## config.mk

```make
export PLATFORM = sky130hd
export DESIGN_NAME = fetch_unit
export DESIGN_NICKNAME = d
export VERILOG_FILES = /design/src/rtl/fetch_pkg.sv /design/src/rtl/fetch_skid_buf.sv /design/src/rtl/fetch_unit.sv
export SDC_FILE = /design/constraint.sdc
export NUM_CORES = 1
export LEC_CHECK = 0
export ABC_AREA = 1
export CAP_MARGIN = 20
export CELL_PAD_IN_SITES_DETAIL_PLACEMENT = 0
export CELL_PAD_IN_SITES_GLOBAL_PLACEMENT = 2
export CORE_UTILIZATION = 31
export DETAILED_ROUTE_END_ITERATION = 12
export GPL_TIMING_DRIVEN = 0
export MAX_ROUTING_LAYER = met4
export PLACE_DENSITY_LB_ADDON = 0.1
export SYNTH_ARGS = -nofsm -noshare
export SYNTH_HDL_FRONTEND = slang
export SYNTH_SLANG_ARGS = --single-unit
```

## constraint.sdc

```tcl
create_clock -name clk -period 2.6 [get_ports clk]
set_input_delay 0.26 -clock clk [delete_from_list [all_inputs] [get_ports clk]]
set_output_delay 0.26 -clock clk [all_outputs]
set_load 0.01 [all_outputs]
```

## src/rtl/fetch_pkg.sv

```systemverilog
// fetch_pkg: shared types and constants for the instruction fetch stage.
//   INSTR_BYTES      - bytes per instruction (PC step)
//   PC_WIDTH         - byte-address PC width carried in fetch packets
//   DATA_WIDTH       - instruction width carried in fetch packets
//   DEFAULT_RESET_PC - default PC loaded on reset
//   fetch_pkt_t      - {pc, instr} packet handed to decode
//   align_pc()       - clears the byte-offset bits of a PC
package fetch_pkg;

  localparam int unsigned PC_WIDTH    = 32;
  localparam int unsigned DATA_WIDTH  = 32;
  localparam int unsigned INSTR_BYTES = 4;

  localparam logic [PC_WIDTH-1:0] DEFAULT_RESET_PC = 32'h0000_0000;

  typedef struct packed {
    logic [PC_WIDTH-1:0]   pc;
    logic [DATA_WIDTH-1:0] instr;
  } fetch_pkt_t;

  function automatic logic [PC_WIDTH-1:0] align_pc(input logic [PC_WIDTH-1:0] pc);
    return pc & ~PC_WIDTH'(INSTR_BYTES - 1);
  endfunction

endpackage

```

## src/rtl/fetch_skid_buf.sv

```systemverilog
// fetch_skid_buf: 2-entry valid/ready buffer of fetch packets.
//   clk, rst_n    - clock, asynchronous active-low reset
//   flush_i       - drop both entries (redirect)
//   in_valid_i    - a packet arrives this cycle (no ready: the producer only
//                   issues a read when a slot is guaranteed)
//   in_pkt_i      - arriving packet
//   out_ready_i   - consumer accepts the presented packet
//   out_valid_o   - presented packet valid
//   out_pkt_o     - presented packet (registered)
//   skid_valid_o  - second entry occupied
module fetch_skid_buf
  import fetch_pkg::*;
(
  input  logic       clk,
  input  logic       rst_n,
  input  logic       flush_i,
  input  logic       in_valid_i,
  input  fetch_pkt_t in_pkt_i,
  input  logic       out_ready_i,
  output logic       out_valid_o,
  output fetch_pkt_t out_pkt_o,
  output logic       skid_valid_o
);

  logic       out_valid_q, out_valid_d;
  logic       skid_valid_q, skid_valid_d;
  fetch_pkt_t out_pkt_q, out_pkt_d;
  fetch_pkt_t skid_pkt_q, skid_pkt_d;
  logic       out_free;

  // Output slot can be loaded when empty or when its packet leaves this cycle.
  assign out_free = ~out_valid_q | out_ready_i;

  always_comb begin
    out_valid_d  = out_valid_q;
    out_pkt_d    = out_pkt_q;
    skid_valid_d = skid_valid_q;
    skid_pkt_d   = skid_pkt_q;
    if (flush_i) begin
      out_valid_d  = 1'b0;
      skid_valid_d = 1'b0;
    end else if (out_free) begin
      if (skid_valid_q) begin
        // Older skid entry goes first to keep FIFO order.
        out_valid_d  = 1'b1;
        out_pkt_d    = skid_pkt_q;
        skid_valid_d = in_valid_i;
        if (in_valid_i) begin
          skid_pkt_d = in_pkt_i;
        end
      end else begin
        out_valid_d = in_valid_i;
        if (in_valid_i) begin
          out_pkt_d = in_pkt_i;
        end
      end
    end else if (in_valid_i) begin
      skid_valid_d = 1'b1;
      skid_pkt_d   = in_pkt_i;
    end
  end

  always_ff @(posedge clk or negedge rst_n) begin
    if (!rst_n) begin
      out_valid_q  <= 1'b0;
      skid_valid_q <= 1'b0;
      out_pkt_q    <= '0;
      skid_pkt_q   <= '0;
    end else begin
      out_valid_q  <= out_valid_d;
      skid_valid_q <= skid_valid_d;
      out_pkt_q    <= out_pkt_d;
      skid_pkt_q   <= skid_pkt_d;
    end
  end

  assign out_valid_o  = out_valid_q;
  assign out_pkt_o    = out_pkt_q;
  assign skid_valid_o = skid_valid_q;

endmodule

```

## src/rtl/fetch_unit.sv

```systemverilog
// fetch_unit: instruction fetch stage between the PC and decode.
// Reads the instruction BRAM (port B, 1-cycle read latency), buffers returned
// words in a 2-entry skid buffer and presents {pc, instr} to decode with a
// valid/ready handshake. Redirects flush all buffered and in-flight words.
//   clk, rst_n          - clock, asynchronous active-low reset
//   fetch_en            - permit new BRAM reads
//   redirect_valid/pc   - redirect request and target (bits [1:0] ignored)
//   mem_en/addr/we      - BRAM port-B control (we tied low)
//   mem_rdata           - BRAM port-B read data
//   inst_valid/ready    - decode handshake
//   inst_pc, inst_data  - presented packet
// Optional (macro FETCH_PERF_CNT_EN): perf_fetch_cnt, perf_stall_cnt,
// saturating 32-bit counters of transfers and stalled cycles.
module fetch_unit
  import fetch_pkg::*;
#(
  parameter int unsigned         ADDR_WIDTH = 8,
  parameter int unsigned         DATA_WIDTH = 32,
  parameter int unsigned         PC_WIDTH   = 32,
  parameter logic [PC_WIDTH-1:0] RESET_PC   = DEFAULT_RESET_PC
) (
  input  logic                  clk,
  input  logic                  rst_n,
  input  logic                  fetch_en,
  input  logic                  redirect_valid,
  input  logic [PC_WIDTH-1:0]   redirect_pc,
  output logic                  mem_en,
  output logic [ADDR_WIDTH-1:0] mem_addr,
  output logic                  mem_we,
  input  logic [DATA_WIDTH-1:0] mem_rdata,
  output logic                  inst_valid,
  input  logic                  inst_ready,
  output logic [PC_WIDTH-1:0]   inst_pc,
  output logic [DATA_WIDTH-1:0] inst_data
`ifdef FETCH_PERF_CNT_EN
  ,
  output logic [31:0]           perf_fetch_cnt,
  output logic [31:0]           perf_stall_cnt
`endif
);

  logic [PC_WIDTH-1:0] pc_q, pc_d;
  logic [PC_WIDTH-1:0] inflight_pc_q, inflight_pc_d;
  logic                inflight_q, inflight_d;
  logic                skid_valid;
  logic                consume;
  logic                issue;
  logic [1:0]          occ;
  logic [1:0]          free;
  fetch_pkt_t          ret_pkt;
  fetch_pkt_t          out_pkt;

  // Slots claimed by presented, skidded and in-flight words; a slot being
  // handed to decode this cycle counts as released.
  assign consume = inst_valid & inst_ready;
  assign occ     = {1'b0, inst_valid} + {1'b0, skid_valid} + {1'b0, inflight_q};
  assign free    = occ - {1'b0, consume};
  assign issue   = fetch_en & ~redirect_valid & (free < 2'd2);

  always_comb begin
    pc_d          = pc_q;
    inflight_d    = 1'b0;
    inflight_pc_d = inflight_pc_q;
    if (redirect_valid) begin
      pc_d = align_pc(redirect_pc);
    end else if (issue) begin
      inflight_d    = 1'b1;
      inflight_pc_d = pc_q;
      pc_d          = pc_q + PC_WIDTH'(INSTR_BYTES);
    end
  end

  always_ff @(posedge clk or negedge rst_n) begin
    if (!rst_n) begin
      pc_q          <= RESET_PC;
      inflight_q    <= 1'b0;
      inflight_pc_q <= '0;
    end else begin
      pc_q          <= pc_d;
      inflight_q    <= inflight_d;
      inflight_pc_q <= inflight_pc_d;
    end
  end

  // BRAM samples the address on the issue edge; data is valid while inflight_q.
  assign mem_en   = rst_n;
  assign mem_we   = 1'b0;
  assign mem_addr = pc_q[ADDR_WIDTH+1:2];

  assign ret_pkt.pc    = inflight_pc_q;
  assign ret_pkt.instr = mem_rdata;

  fetch_skid_buf u_skid_buf (
    .clk          (clk),
    .rst_n        (rst_n),
    .flush_i      (redirect_valid),
    .in_valid_i   (inflight_q),
    .in_pkt_i     (ret_pkt),
    .out_ready_i  (inst_ready),
    .out_valid_o  (inst_valid),
    .out_pkt_o    (out_pkt),
    .skid_valid_o (skid_valid)
  );

  assign inst_pc   = out_pkt.pc;
  assign inst_data = out_pkt.instr;

`ifdef FETCH_PERF_CNT_EN
  logic [31:0] perf_fetch_q;
  logic [31:0] perf_stall_q;

  // Counts port-level handshakes, including one coinciding with a redirect.
  always_ff @(posedge clk or negedge rst_n) begin
    if (!rst_n) begin
      perf_fetch_q <= '0;
      perf_stall_q <= '0;
    end else begin
      if (consume && (perf_fetch_q != '1)) begin
        perf_fetch_q <= perf_fetch_q + 32'd1;
      end
      if (inst_valid && !inst_ready && (perf_stall_q != '1)) begin
        perf_stall_q <= perf_stall_q + 32'd1;
      end
    end
  end

  assign perf_fetch_cnt = perf_fetch_q;
  assign perf_stall_cnt = perf_stall_q;
`else
  // Performance counters not built.
`endif

endmodule

```

Yosys cells after proc, flatten, opt, wreduce, memory -nomap -nowiden
Index checks and enable logic that the tools add are counted.
{ "totals": {"inputBits": 69, "wordCells": 44, "ff_bits": 195, "output_inout_bits": 75} }
{ "op_classes": {"n_eq_ne": 1, "n_bitwise": 6, "magnitude_cmp": 1, "reduce_logical": 7, "muxes": 16, "n_addsub": 4} }
{ "op_table": {"columns": ["operator", "n"], "rows": [
  ["two-way mux 64 bit", 5],
  ["two-way mux 32 bit", 2],
  ["adder 32 x 3 -> 32 bit, second input constant", 1],
  ["two-way mux 1 bit", 9],
  ["nonzero test 2 bit", 3],
  ["AND reduction 2 bit", 2],
  ["bitwise AND 1 bit", 3],
  ["AND reduction 3 bit", 1],
  ["nonzero test 3 bit", 1],
  ["adder 1 x 1 -> 2 bit", 1],
  ["adder 2 x 1 -> 2 bit", 1],
  ["< comparator 2 bit, second input constant", 1],
  ["!= test 2 x 1 -> 1 bit, second input constant", 1],
  ["inverter 1 bit", 2],
  ["subtractor 2 x 1 -> 2 bit", 1],
  ["OR 1 bit", 1]
]} }

Depth between registers and ports, before layout
{ "depth": {"depth_word": 7, "ltp_mapped": 15, "mapped_depth_nobuf": 13} }

By module
Synthesis repeated with hierarchy kept, for this count alone.
{ "hier_totals": {"hier_cells": 1276, "hier_area_um2": 9451.6} }
{ "modules_own_cells": {"columns": ["mod", "area_per_inst_um2", "cells_each", "seq_area_each_um2", "instances"], "rows": [
  ["fetch_skid_buf", 5916.9, 776, 3253.1, 1],
  ["fetch_unit", 3534.6, 500, 1526.5, 1]
]} }

Least setup slack after synthesis
OpenSTA, ideal clock, no wires.
{ "synth_timing": {"path_type": "register to register", "start": "reg u_skid_buf.skid_valid_q, in the netlist u_skid_buf.skid_valid_o", "end": "reg pc_q[17]", "setup_time_ns": 0.125, "arrival_time_ns": 2.010, "slack_ns": 0.465, "synth_period_minus_slack_ns": 2.135, "path_stages_with_launch": 15, "cell_sequence": "dfrtp_1 inv_2 buf_2 buf_2 ha_1 inv_1 ha_1 nand2_1 nand2_1 nand2_1 nand3_2 buf_6 buf_4 nand3_1 nand3_1"} }
{ "synth_between": {"elab_chain_cells": 6} }
{ "synth_rtl": {"columns": ["item", "line_no", "rtl"], "rows": [
  ["start, declared", "fetch_skid_buf.sv:26", "logic skid_valid_q, skid_valid_d;"],
  ["start signal, assigned", "fetch_skid_buf.sv:71", "skid_valid_q <= skid_valid_d;"],
  ["adder 1 x 1 -> 2 bit", "fetch_unit.sv:56", "assign occ = {1'b0, inst_valid} + {1'b0, skid_valid} + {1'b0, inflight_q};"],
  ["adder 2 x 1 -> 2 bit", "fetch_unit.sv:56", null],
  ["subtractor 2 x 1 -> 2 bit", "fetch_unit.sv:57", "assign free = occ - {1'b0, consume};"],
  ["< comparator 2 bit", "fetch_unit.sv:58", "assign issue = fetch_en & ~redirect_valid & (free < 2'd2);"],
  ["bitwise AND 1 bit", "fetch_unit.sv:58", null],
  ["nonzero test 2 bit (no line)", null, null],
  ["end signal, assigned", "fetch_unit.sv:79", "pc_q <= pc_d;"],
  ["end, declared", "fetch_unit.sv:42", "logic [PC_WIDTH-1:0] pc_q, pc_d;"]
]} }
No other way between the ends.
A chain may end at the register's enable or synchronous reset.

Worst setup path after layout
{ "layout_timing": {"start": "reg u_skid_buf.skid_valid_q, in the netlist u_skid_buf.skid_valid_o", "end": "reg pc_q[7]"} }
Same word-level chain as after synthesis.

==> impl_metrics.csv <==
group,metric,value,unit
finish,diodes,0,
yosys,ys.flop_type,"dfrtp_1",
clock_network,clockRootBuffer,"clkbuf_16",
die,die_area,29170,sq um
yosys,synth-seq-area-share,52.97,%
finish,nets,1341,
pwr,finalPower,8.400,mW
finish,fin_area,11320,sq um
routing,detail_route.iter0.violations,497,
finish,finish.utilization,40.53,%
run_status,status,"complete, no violations",
setup_path,required,2.93,ns
routing,drc,0,
pwr,peakVddDrop,0.3277,mV
yosys,synthTopCellsByArea,"dfrtp_1 53%, nand2_1 15%, o21ai_0 12%, inv_1 5.1%, nand3_1 4.1%",
yosys,synthSimpleGateAreaFrac,22.79,%
sta,setup_viol,0,
setup_path,crit_type,"flop to flop",
setup_path,path_max_fanout,27,
clock_network,cts_made_buffers,17,
yosys,yosysTopAreaCellShare,52.97,%
yosys,yosysMostFrequentCell,"nand2_1",
routing,drt-pass1-iter-count,5,
die,coreArea,27930,sq um
pwr,p_leak,5.463,nW
yosys,synth_area,8833,sq um
grt,grt_pass1_wl,40060,microns
sta,rsz0062_at_grt,"false",
clock_network,clk_path_buf_depth,2,
routing,routed-via-count,7322,
yosys,synth_edf_count,0,
sta,max_freq,442.0,MHz
routing,via_per_inst,4.411,
clock_network,cts_tree,"built",
pwr,powerDensity,741.9,nW/um^2
die,die_y,170.8,microns
setup_path,worstPathArrival,2.60,ns
clock_network,insertion_delay,0.43,ns
sta,relSlewSlack,58.44,%
clock_network,clock-sinks,187,
die,initial_utilization,31.62,%
grt,grt_max_degree,72,
setup_path,r2r_setup_slack,0.34,ns
placed_design,placedInstanceArea,10750,sq um
yosys,synth_cell_types,27,
worst_hold_path,hold_path.class,"primary input to flop",
die,die_w,170.8,microns
grt,grt_pass1_vias,7237,
yosys,synth.largest_area_cell,"dfrtp_1",
clock_network,h-tree-depth,4,
yosys,synth_top_family_by_area,"simple AND/OR/NAND/NOR gates",
flow_run,drv_cap,0,
clock_network,clk_pin_slew,0.08,ns
yosys,yosys_warnings,0,
yosys,synth_area_per_cell,7.958,sq um
placed_design,gp_congestion,0.8316,
yosys,ys_ff_latch,187,
clock_network,cts_setup_buffers,0,
sta,whs,0.2175,ns
yosys,syn_inst,1110,
sta,worst_pin_slew,0.6234,ns
finish,drive_gt1_share,7.722,%
yosys,yosys.area_share.xor_xnor,0.2975,%
sta,finalCritPeriodShare,87.01,%
sta,finClkSkew,0.01360,ns
setup_path,r2r-start,"u_skid_buf.skid_valid_o",
routing,drt_wl_total,24940,microns
worst_hold_path,hp-start,"redirect_valid",
grt,grt.total_usage,18.51,%
grt,grt.overflow.total,0,
die,io_pins,144,
setup_path,start_kind,"flop",
yosys,synth.area.mux_share,0,%
die,row_count,61,
placed_design,hpwl,18240,microns
placed_design,io_buffers,137,
yosys,synth_compound_area_share,13.56,%
setup_path,critPathCaptureType,"flop",
routing,routedWlPerCell,15.02,microns
setup_path,worstSetupStartpoint,"u_skid_buf.skid_valid_o",
sta,report.final.slew_viol_count,0,
sta,period_needed,2.262,ns
yosys,async_reset_ff_share,100.0,%
grt,antenna_found_initial,0,
yosys,yosys-top-cells-count,"363 x nand2_1, 215 x o21ai_0, 187 x dfrtp_1, 121 x inv_1, 72 x nand3_1",
finish,synthToLayoutAreaGrowth,28.17,%
yosys,synth_fa_ha_area_share,0.4249,%
sta,hold_viol_final,0,
routing,antenna_left,0,
final cells by class:
type                            instances  area, sq um
Buffer                                 67        407.9
Clock buffer                           18        439.2
Clock inverter                         14        126.4
Fill cell                            2997        16610
Inverter                              123        469.2
Multi-Input combinational cell        733         3286
Sequential cell                       187         4679
Tap cell                              378        473.0
Timing Repair Buffer                  140         1441
metrics by stage:
stage,setup TNS (ns),std cells,setup slack [ns]
3_5_place_dp,-6.461,1629,-0.1913
3_3_place_gp,-1376.19,1627,-7.323
6_report,0,1660,0.3378
4_1_cts,0,1661,0.07565
5_1_grt,0,1660,0.1519
2_1_floorplan,0,1112,0.4655
cell usage in the layout (no fill, tap or decap), drive strengths merged, types with 3 or more instances in the layout:
master         count
nand2            368
o21ai            227
dfrtp            187
clkdlybuf4s50    136
inv              130
nand3             73
clkbuf            46
nor2              45
buf               42
o211ai             6
clkinv             4
and2               3
xor2               3
ha                 3
conb               3
clkinvlp           3
timing repair:
| action | 4_1_cts | 5_1_grt |
|---|---|---|
| endpoints found under the setup margin | 61 | 29 |
| endpoints found under the hold margin | 48 | 0 |
| resized for setup | 2 | 4 |
| hold buffers | 1 | 0 |
| cloned | 0 | 0 |
| pin swaps | 0 | 0 |
state kept, by name, indices dropped and copies added (netlist names):
| name | cells |
|---|---|
| u_skid_buf.skid_valid_o | 1 |
| u_skid_buf.skid_pkt_q | 62 |
| inflight_pc_q | 30 |
| u_skid_buf.out_pkt_o | 62 |
| inflight_q | 1 |
| pc_q | 30 |
| u_skid_buf.out_valid_o | 1 |
worst max-delay path, cell delays in order, from the launching register on:
cell,delay [ns]
dfrtp_1,0.43
inv_4,0.26
ha_1,0.28
inv_1,0.05
ha_1,0.21
nand2_1,0.08
nand2_1,0.05
nand2_1,0.06
nand3_2,0.15
buf_6,0.20
nand2_2,0.21
o21ai_2,0.08
nand2_1,0.06
nand2_1,0.04
cells by family after synthesis:
group	Yosys count
XOR/XNOR	3
adder cells (fa/ha/maj)	3
AO/OA/AOI/OAI	234
AND/OR/NAND/NOR	490
buffers and inverters	192
flip-flops	187
other	1
per-layer routing:
metal	part of all wire, %	routed length, microns	global-route usage, %
met5	0	0	-
met4	1.1	277	4.269
met3	3.6	889	2.938
met2	46	11450	28.93
met1	49	12320	25.11
final timing paths:
kind / to / cells past startpoint
min in group asynchronous: u_skid_buf.skid_pkt_q[26] / 2
max in group asynchronous: u_skid_buf.skid_pkt_q[55] / 4
max: pc_q[7] / 13
min reg2reg: u_skid_buf.skid_pkt_q[44] / 2
min: u_skid_buf.out_valid_o / 4
max reg2reg: pc_q[7] / 13
report_power, final:
part / total (mW) / switching, mW / internal [mW]
Clock: 2.56 / 1.27 / 1.29
Combinational: 1.94 / 0.958 / 0.980
Sequential: 3.91 / 0.384 / 3.52
No activity file was read; power rests on OpenSTA's default activity.
